## src/rtl/ex_stage.sv

```systemverilog
// ex_stage: execute stage between ID/EX and EX/MEM.
// Single-cycle logic/shift/arith/LUI results are combinational. MUL/MULH use an
// iterative shift-add multiplier that holds stallreq_o until the product is ready.
// Build option: define FAST_MUL_EN to replace the iterative multiplier with a
// single-cycle combinational product (stallreq_o then stays 0).

package ex_stage_pkg;
   // result classes (alusel)
   localparam logic [2:0] EXE_RES_NOP   = 3'b000;
   localparam logic [2:0] EXE_RES_LOGIC = 3'b001;
   localparam logic [2:0] EXE_RES_SHIFT = 3'b010;
   localparam logic [2:0] EXE_RES_ARITH = 3'b100;
   localparam logic [2:0] EXE_RES_MUL   = 3'b101;
   // operation codes (aluop)
   localparam logic [7:0] EXE_NOP_OP  = 8'b0000_0000;
   localparam logic [7:0] EXE_OR_OP   = 8'b0010_0101;
   localparam logic [7:0] EXE_AND_OP  = 8'b0010_0100;
   localparam logic [7:0] EXE_XOR_OP  = 8'b0010_0110;
   localparam logic [7:0] EXE_LUI_OP  = 8'b0000_1111;
   localparam logic [7:0] EXE_SLL_OP  = 8'b0111_1100;
   localparam logic [7:0] EXE_SRL_OP  = 8'b0000_0010;
   localparam logic [7:0] EXE_SRA_OP  = 8'b0000_0011;
   localparam logic [7:0] EXE_ADD_OP  = 8'b0010_0000;
   localparam logic [7:0] EXE_SUB_OP  = 8'b0010_0010;
   localparam logic [7:0] EXE_SLT_OP  = 8'b0010_1010;
   localparam logic [7:0] EXE_SLTU_OP = 8'b0010_1011;
   localparam logic [7:0] EXE_MUL_OP  = 8'b1010_1001;
   localparam logic [7:0] EXE_MULH_OP = 8'b1010_1010;
endpackage

module ex_stage
   import ex_stage_pkg::*;
#(
   parameter int unsigned XLEN     = 32,
   parameter int unsigned ALUOP_W  = 8,
   parameter int unsigned ALUSEL_W = 3
) (
   input  logic                clk,
   input  logic                rst,
   input  logic                flush_i,
   input  logic [ALUOP_W-1:0]  aluop_i,
   input  logic [ALUSEL_W-1:0] alusel_i,
   input  logic [XLEN-1:0]     reg1_i,
   input  logic [XLEN-1:0]     reg2_i,
   input  logic [4:0]          wd_i,
   input  logic                wreg_i,
   output logic [4:0]          wd_o,
   output logic                wreg_o,
   output logic [XLEN-1:0]     wdata_o,
   output logic                stallreq_o
);

   localparam int unsigned PW = 2 * XLEN;

   logic            is_mul;
   logic            is_mulh;
   logic [XLEN-1:0] alu_res;
   logic [XLEN-1:0] mul_res;
   logic            mul_sel;
   logic            mul_stall;
   logic            mul_wr_ok;

   assign is_mulh = (alusel_i == EXE_RES_MUL) && (aluop_i == EXE_MULH_OP);
   assign is_mul  = (alusel_i == EXE_RES_MUL) && ((aluop_i == EXE_MUL_OP) || is_mulh);

   // single-cycle result mux: class first, then operation within the class
   always_comb begin
      alu_res = '0;
      case (alusel_i)
         EXE_RES_LOGIC: begin
            case (aluop_i)
               EXE_OR_OP:  alu_res = reg1_i | reg2_i;
               EXE_AND_OP: alu_res = reg1_i & reg2_i;
               EXE_XOR_OP: alu_res = reg1_i ^ reg2_i;
               EXE_LUI_OP: alu_res = reg2_i;
               default:    alu_res = '0;
            endcase
         end
         EXE_RES_SHIFT: begin
            case (aluop_i)
               EXE_SLL_OP: alu_res = reg1_i << reg2_i[4:0];
               EXE_SRL_OP: alu_res = reg1_i >> reg2_i[4:0];
               EXE_SRA_OP: alu_res = $signed(reg1_i) >>> reg2_i[4:0];
               default:    alu_res = '0;
            endcase
         end
         EXE_RES_ARITH: begin
            case (aluop_i)
               EXE_ADD_OP:  alu_res = reg1_i + reg2_i;
               EXE_SUB_OP:  alu_res = reg1_i - reg2_i;
               EXE_SLT_OP:  alu_res = {{(XLEN-1){1'b0}}, ($signed(reg1_i) < $signed(reg2_i))};
               EXE_SLTU_OP: alu_res = {{(XLEN-1){1'b0}}, (reg1_i < reg2_i)};
               default:     alu_res = '0;
            endcase
         end
         default: alu_res = '0;
      endcase
   end

`ifdef FAST_MUL_EN

   logic [PW-1:0] prod_u;
   logic [PW-1:0] prod_s;

   // combinational product: unsigned for MUL (low word), signed x signed for MULH
   always_comb begin
      prod_u    = {{XLEN{1'b0}}, reg1_i} * {{XLEN{1'b0}}, reg2_i};
      prod_s    = $signed({{XLEN{reg1_i[XLEN-1]}}, reg1_i}) *
                  $signed({{XLEN{reg2_i[XLEN-1]}}, reg2_i});
      mul_res   = is_mulh ? prod_s[PW-1:XLEN] : prod_u[XLEN-1:0];
      mul_sel   = is_mul;
      mul_stall = 1'b0;
      mul_wr_ok = 1'b1;
   end

`else

   typedef enum logic [1:0] {
      S_IDLE,
      S_BUSY,
      S_DONE
   } state_t;

   localparam int unsigned CW = $clog2(XLEN);

   state_t          state_q, state_d;
   logic [CW-1:0]   cnt_q, cnt_d;
   logic [PW-1:0]   acc_q, acc_d;
   logic [PW-1:0]   mcand_q, mcand_d;
   logic [XLEN-1:0] mplier_q, mplier_d;
   logic            sign_q, sign_d;
   logic            mulh_q, mulh_d;
   logic [XLEN-1:0] abs1;
   logic [XLEN-1:0] abs2;
   logic [PW-1:0]   prod;

   // MULH multiplies magnitudes and restores the sign at the end; MUL uses raw bits
   assign abs1 = (is_mulh && reg1_i[XLEN-1]) ? (~reg1_i + 1'b1) : reg1_i;
   assign abs2 = (is_mulh && reg2_i[XLEN-1]) ? (~reg2_i + 1'b1) : reg2_i;

   // multiplier state registers
   always_ff @(posedge clk) begin
      if (rst) begin
         state_q  <= S_IDLE;
         cnt_q    <= '0;
         acc_q    <= '0;
         mcand_q  <= '0;
         mplier_q <= '0;
         sign_q   <= 1'b0;
         mulh_q   <= 1'b0;
      end else begin
         state_q  <= state_d;
         cnt_q    <= cnt_d;
         acc_q    <= acc_d;
         mcand_q  <= mcand_d;
         mplier_q <= mplier_d;
         sign_q   <= sign_d;
         mulh_q   <= mulh_d;
      end
   end

   // multiplier next state and stall/write qualification; flush overrides everything
   always_comb begin
      state_d   = state_q;
      cnt_d     = cnt_q;
      acc_d     = acc_q;
      mcand_d   = mcand_q;
      mplier_d  = mplier_q;
      sign_d    = sign_q;
      mulh_d    = mulh_q;
      mul_stall = 1'b0;
      mul_wr_ok = 1'b1;
      mul_sel   = 1'b0;
      mul_res   = '0;
      prod      = sign_q ? (~acc_q + 1'b1) : acc_q;
      case (state_q)
         S_IDLE: begin
            if (is_mul) begin
               mul_stall = 1'b1;
               mul_wr_ok = 1'b0;
               mcand_d   = {{XLEN{1'b0}}, abs1};
               mplier_d  = abs2;
               acc_d     = '0;
               sign_d    = is_mulh & (reg1_i[XLEN-1] ^ reg2_i[XLEN-1]);
               mulh_d    = is_mulh;
               cnt_d     = '0;
               state_d   = S_BUSY;
            end
         end
         S_BUSY: begin
            mul_stall = 1'b1;
            mul_wr_ok = 1'b0;
            if (mplier_q[0]) begin
               acc_d = acc_q + mcand_q;
            end
            mcand_d  = mcand_q << 1;
            mplier_d = mplier_q >> 1;
            cnt_d    = cnt_q + 1'b1;
            if (cnt_q == CW'(XLEN - 1)) begin
               state_d = S_DONE;
            end
         end
         S_DONE: begin
            mul_sel = 1'b1;
            mul_res = mulh_q ? prod[PW-1:XLEN] : prod[XLEN-1:0];
            state_d = S_IDLE;
         end
         default: state_d = S_IDLE;
      endcase
      if (flush_i) begin
         state_d   = S_IDLE;
         cnt_d     = '0;
         acc_d     = '0;
         sign_d    = 1'b0;
         mul_stall = 1'b0;
      end
   end

`endif

   // writeback outputs: reset forces zero, flush and multiply-in-progress suppress the write
   always_comb begin
      wd_o       = wd_i;
      wreg_o     = wreg_i & mul_wr_ok & ~flush_i;
      wdata_o    = mul_sel ? mul_res : alu_res;
      stallreq_o = mul_stall;
      if (rst) begin
         wd_o       = '0;
         wreg_o     = 1'b0;
         wdata_o    = '0;
         stallreq_o = 1'b0;
      end
   end

endmodule
```

## config.mk

```make
export PLATFORM = sky130hd
export DESIGN_NAME = ex_stage
export DESIGN_NICKNAME = d
export VERILOG_FILES = /design/src/rtl/ex_stage.sv
export SDC_FILE = /design/constraint.sdc
export NUM_CORES = 1
export LEC_CHECK = 0
export CAP_MARGIN = 5
export CORE_MARGIN = 5
export CORE_UTILIZATION = 60
export CTS_CLUSTER_DIAMETER = 100
export DETAILED_ROUTE_END_ITERATION = 8
export PLACE_DENSITY = 0.82
export SYNTH_ARGS = -nofsm -noshare
export SYNTH_HDL_FRONTEND = slang
export SYNTH_SLANG_ARGS = --single-unit
```

## constraint.sdc

```tcl
create_clock -name clk -period 8.48 [get_ports clk]
set_input_delay 0.848 -clock clk [delete_from_list [all_inputs] [get_ports clk]]
set_output_delay 0.848 -clock clk [all_outputs]
set_load 0.03 [all_outputs]
```

==> impl_results.md <==
* Switch share at 36.0%
* Status: finished clean
* Critical Path AT at 6.31 ns
* Leak Pwr at 8.92 nW
* Cell taking the most area after synthesis: dfxtp_1
* Share of the synthesized area in the top cell type at 15.4%
* Clock root buffer master: clkbuf_16
* Unrepaired setup endpoints after global routing: false
* Most frequent cells in the layout: 355 x a21oi_1, 343 x nand2_1, 237 x nor2_1
* DRT Pass-1 Iters at 9
* Die area at 0.0405 sq mm
* PD cells at 95.7 mW/mm^2
* Most common cell after layout, fill and taps aside: a21oi_1
* Sw Pwr at 0.821 mW
* Post-Syn Area at 0.0219 sq mm
* EDFF count, synth at 0
* Rows at 70
* DRC Markers at 0
* Initial Util at 60.4%
* GPL Wtd Cong at 1.10
* Max-slew headroom at 11.1%
* Worst path required time at 7.63 ns
* Clock buffer count from CTS at 17
* FFs w/ async S/R, synth at 0%
* Number of port buffers at 122
* Non-filler cells, final at 3515
* DRT iter0 DRCs at 3951
* Fmax at 140 MHz
* CP endpoint kind: primary output
* Post-Syn Nets at 3354
* Synthesized flop and latch total at 169
* Global-route wire length before repair at 143 mm
* Worst slew pin tran at 1.33 ns
* GRT Total Usage at 44.4%
* Max_cap viols at 0
* Htree depth at 4
* Synth Instances at 3099
* Setup total negative slack at 0 ns
* Worst skew pair latency at 0.49 ns
* Post-DP HPWL at 69.5 mm
* Clock power frac at 36.3%
* Final Cycle Share at 84.4%
* Avg Vias per Cell at 7.36
* Logic pwr share at 28.9%
* Initial antenna violation count at 2
* Flop pwr share at 34.8%
* Ports at 123
* Clock Pin Slew Worst Setup and Hold Paths at 0.07 ns
* TritonCTS clock tree: done
* Final Hold Vio Count at 0
* Core area at 0.0363 sq mm
* Post-cts resize count at 0
* Drt total wl at 95.3 mm
* Clock skew at 0.0225 ns
* CTS max path bufs at 2
* Total Nets Final at 3289
* Clk sink count at 169
* Avg Inst Size Synth at 7.08 sq um
* Synth Flop Type: dfxtp_1
* Core Util, Final at 65.6%
* Class of the worst hold path: reg -> reg
* Layout area overhead at 8.62%
* Critical path peak fanout at 12
* Die extent in y at 201 microns
* CP Launch Type: primary input
* # hold bufs at CTS at 0
* Cells after DPL at 3483
* Post-route minimum period at 7.15 ns
* Ys Warns at 0
* Antenna Cells at 0
* Vias in the first global route at 24.0k
* Die W at 201 microns
* Layout cells sized above 1 at 6.96%
* Largest net degree at the start of global routing at 102
* # setup viols final at 0
* WL/cell at 27.1 microns
* Setup Buffers After CTS at 0
* Top post-synthesis cells by area: dfxtp_1 15%, ha_1 9.6%, a21oi_1 8.1%
* Via count at 25.9k
* Maximum VDD drop at 0.000155 V
* Fin. max-slew vios at 0
* Power Internal at 1.46 mW
* Count of cell types in the netlist at 80
* GR Overflow Total at 0
* Seq/Total Area, Yosys at 15.4%
* Setup Crit Path Kind: in -> out
* Post-route ant nets at 0
-- logic make-up after synthesis --
logic type	synth area share, %
multiplexers	7.82
XOR/XNOR	7.03
AND/OR/NAND/NOR	21.4
adder cells (fa/ha/maj)	9.85
buffers and inverters	6.76
AO/OA/AOI/OAI	31.7
flip-flops	15.4
-- routing by layer --
layer  global-route usage, %  wire [microns]  part of all wire, %
met1                    54.5           34200                   36
met2                    69.2           40600                   43
met3                    11.0           12200                   13
met4                    29.7            8270                  8.7
met5                       0              19                0.020
-- flip-flops by register name, summed over array words and instances, names as in the netlist --
register / cells
acc_q: 64
mcand_q: 64
mplier_q: 32
mulh_q: 1
cnt_q: 5
sign_q: 1
state_q: 2
-- worst paths after layout --
path	from	to	slack [ns]	cells after the start
max reg2reg	acc_q[38]	acc_q[63]	4.50	10
min	mplier_q[31]	mplier_q[31]	0.46	2
max	reg1_i[11]	wdata_o[30]	1.33	14
min reg2reg	mplier_q[31]	mplier_q[31]	0.46	2
-- cells in the mapped netlist, drive strengths merged, types with 8 or more instances --
library cell / count
a21oi: 355
nand2: 343
nor2: 239
clkbuf: 238
o21ai: 223
dfxtp: 169
ha: 168
xnor2: 128
inv: 115
nand3: 95
a22oi: 90
nor3: 80
o31ai: 60
mux4: 55
xor2: 48
a21o: 47
nand4: 46
a211oi: 43
mux2i: 42
a31oi: 37
a221oi: 35
or4: 34
o211ai: 33
nor4: 30
or3: 28
buf: 27
nor2b: 23
o21bai: 23
nand2b: 22
o41ai: 22
o22ai: 21
or2: 17
and3: 15
o21a: 12
a211o: 10
a221o: 10
o311ai: 9
a22o: 8
and2: 8
-- per-stage QoR --
stage | setup WS [ns] | power, mW | hold WS (ns) | instance area (sq um)
6_report | 1.33 | 2.28 | 0.459 | 23800
5_1_grt | 1.11 | 2.34 | 0.475 | 23800
4_1_cts | 1.46 | 2.24 | 0.459 | 23800
3_5_place_dp | 1.50 | 1.43 | 0.448 | 23200
3_3_place_gp | 1.52 | 1.44 | 0.443 | 23200
2_1_floorplan | 2.40 | 1.21 | 0.432 | 21900
-- worst max-delay path: stages --
cell and delay (ns):
clkdlybuf4s50_1 0.82, inv_1 0.15, ha_1 0.53, nand4_1 0.18
or2_2 0.33, o22ai_1 0.29, o211ai_1 0.23, a2111oi_0 1.00
nand2b_1 0.26, a21oi_1 0.10, a31oi_1 0.17, or4bb_1 0.50
nand3_1 0.17, clkdlybuf4s50_1 0.72
-- power by group through the flow --
stage / clock network, mW / registers (mW) / logic, mW
final: 0.828 / 0.793 / 0.658
after floorplan: 0 / 0.812 / 0.403
after detailed placement: 0 / 0.812 / 0.621
after global placement: 0 / 0.812 / 0.623
after CTS: 0.822 / 0.793 / 0.627
after global routing: 0.863 / 0.793 / 0.685
-- area by class of cell --
| class | count | area [sq um] |
|---|---|---|
| fillers | 3117 | 12500 |
| multi-input cells | 2546 | 17200 |
| clock inverters | 12 | 128 |
| repair buffers | 183 | 1660 |
| clock buffers | 20 | 457 |
| inverters | 117 | 439 |
| well taps | 468 | 586 |
| flip-flops and latches | 169 | 3390 |
Note: power is estimated with default switching activity, not from simulation.
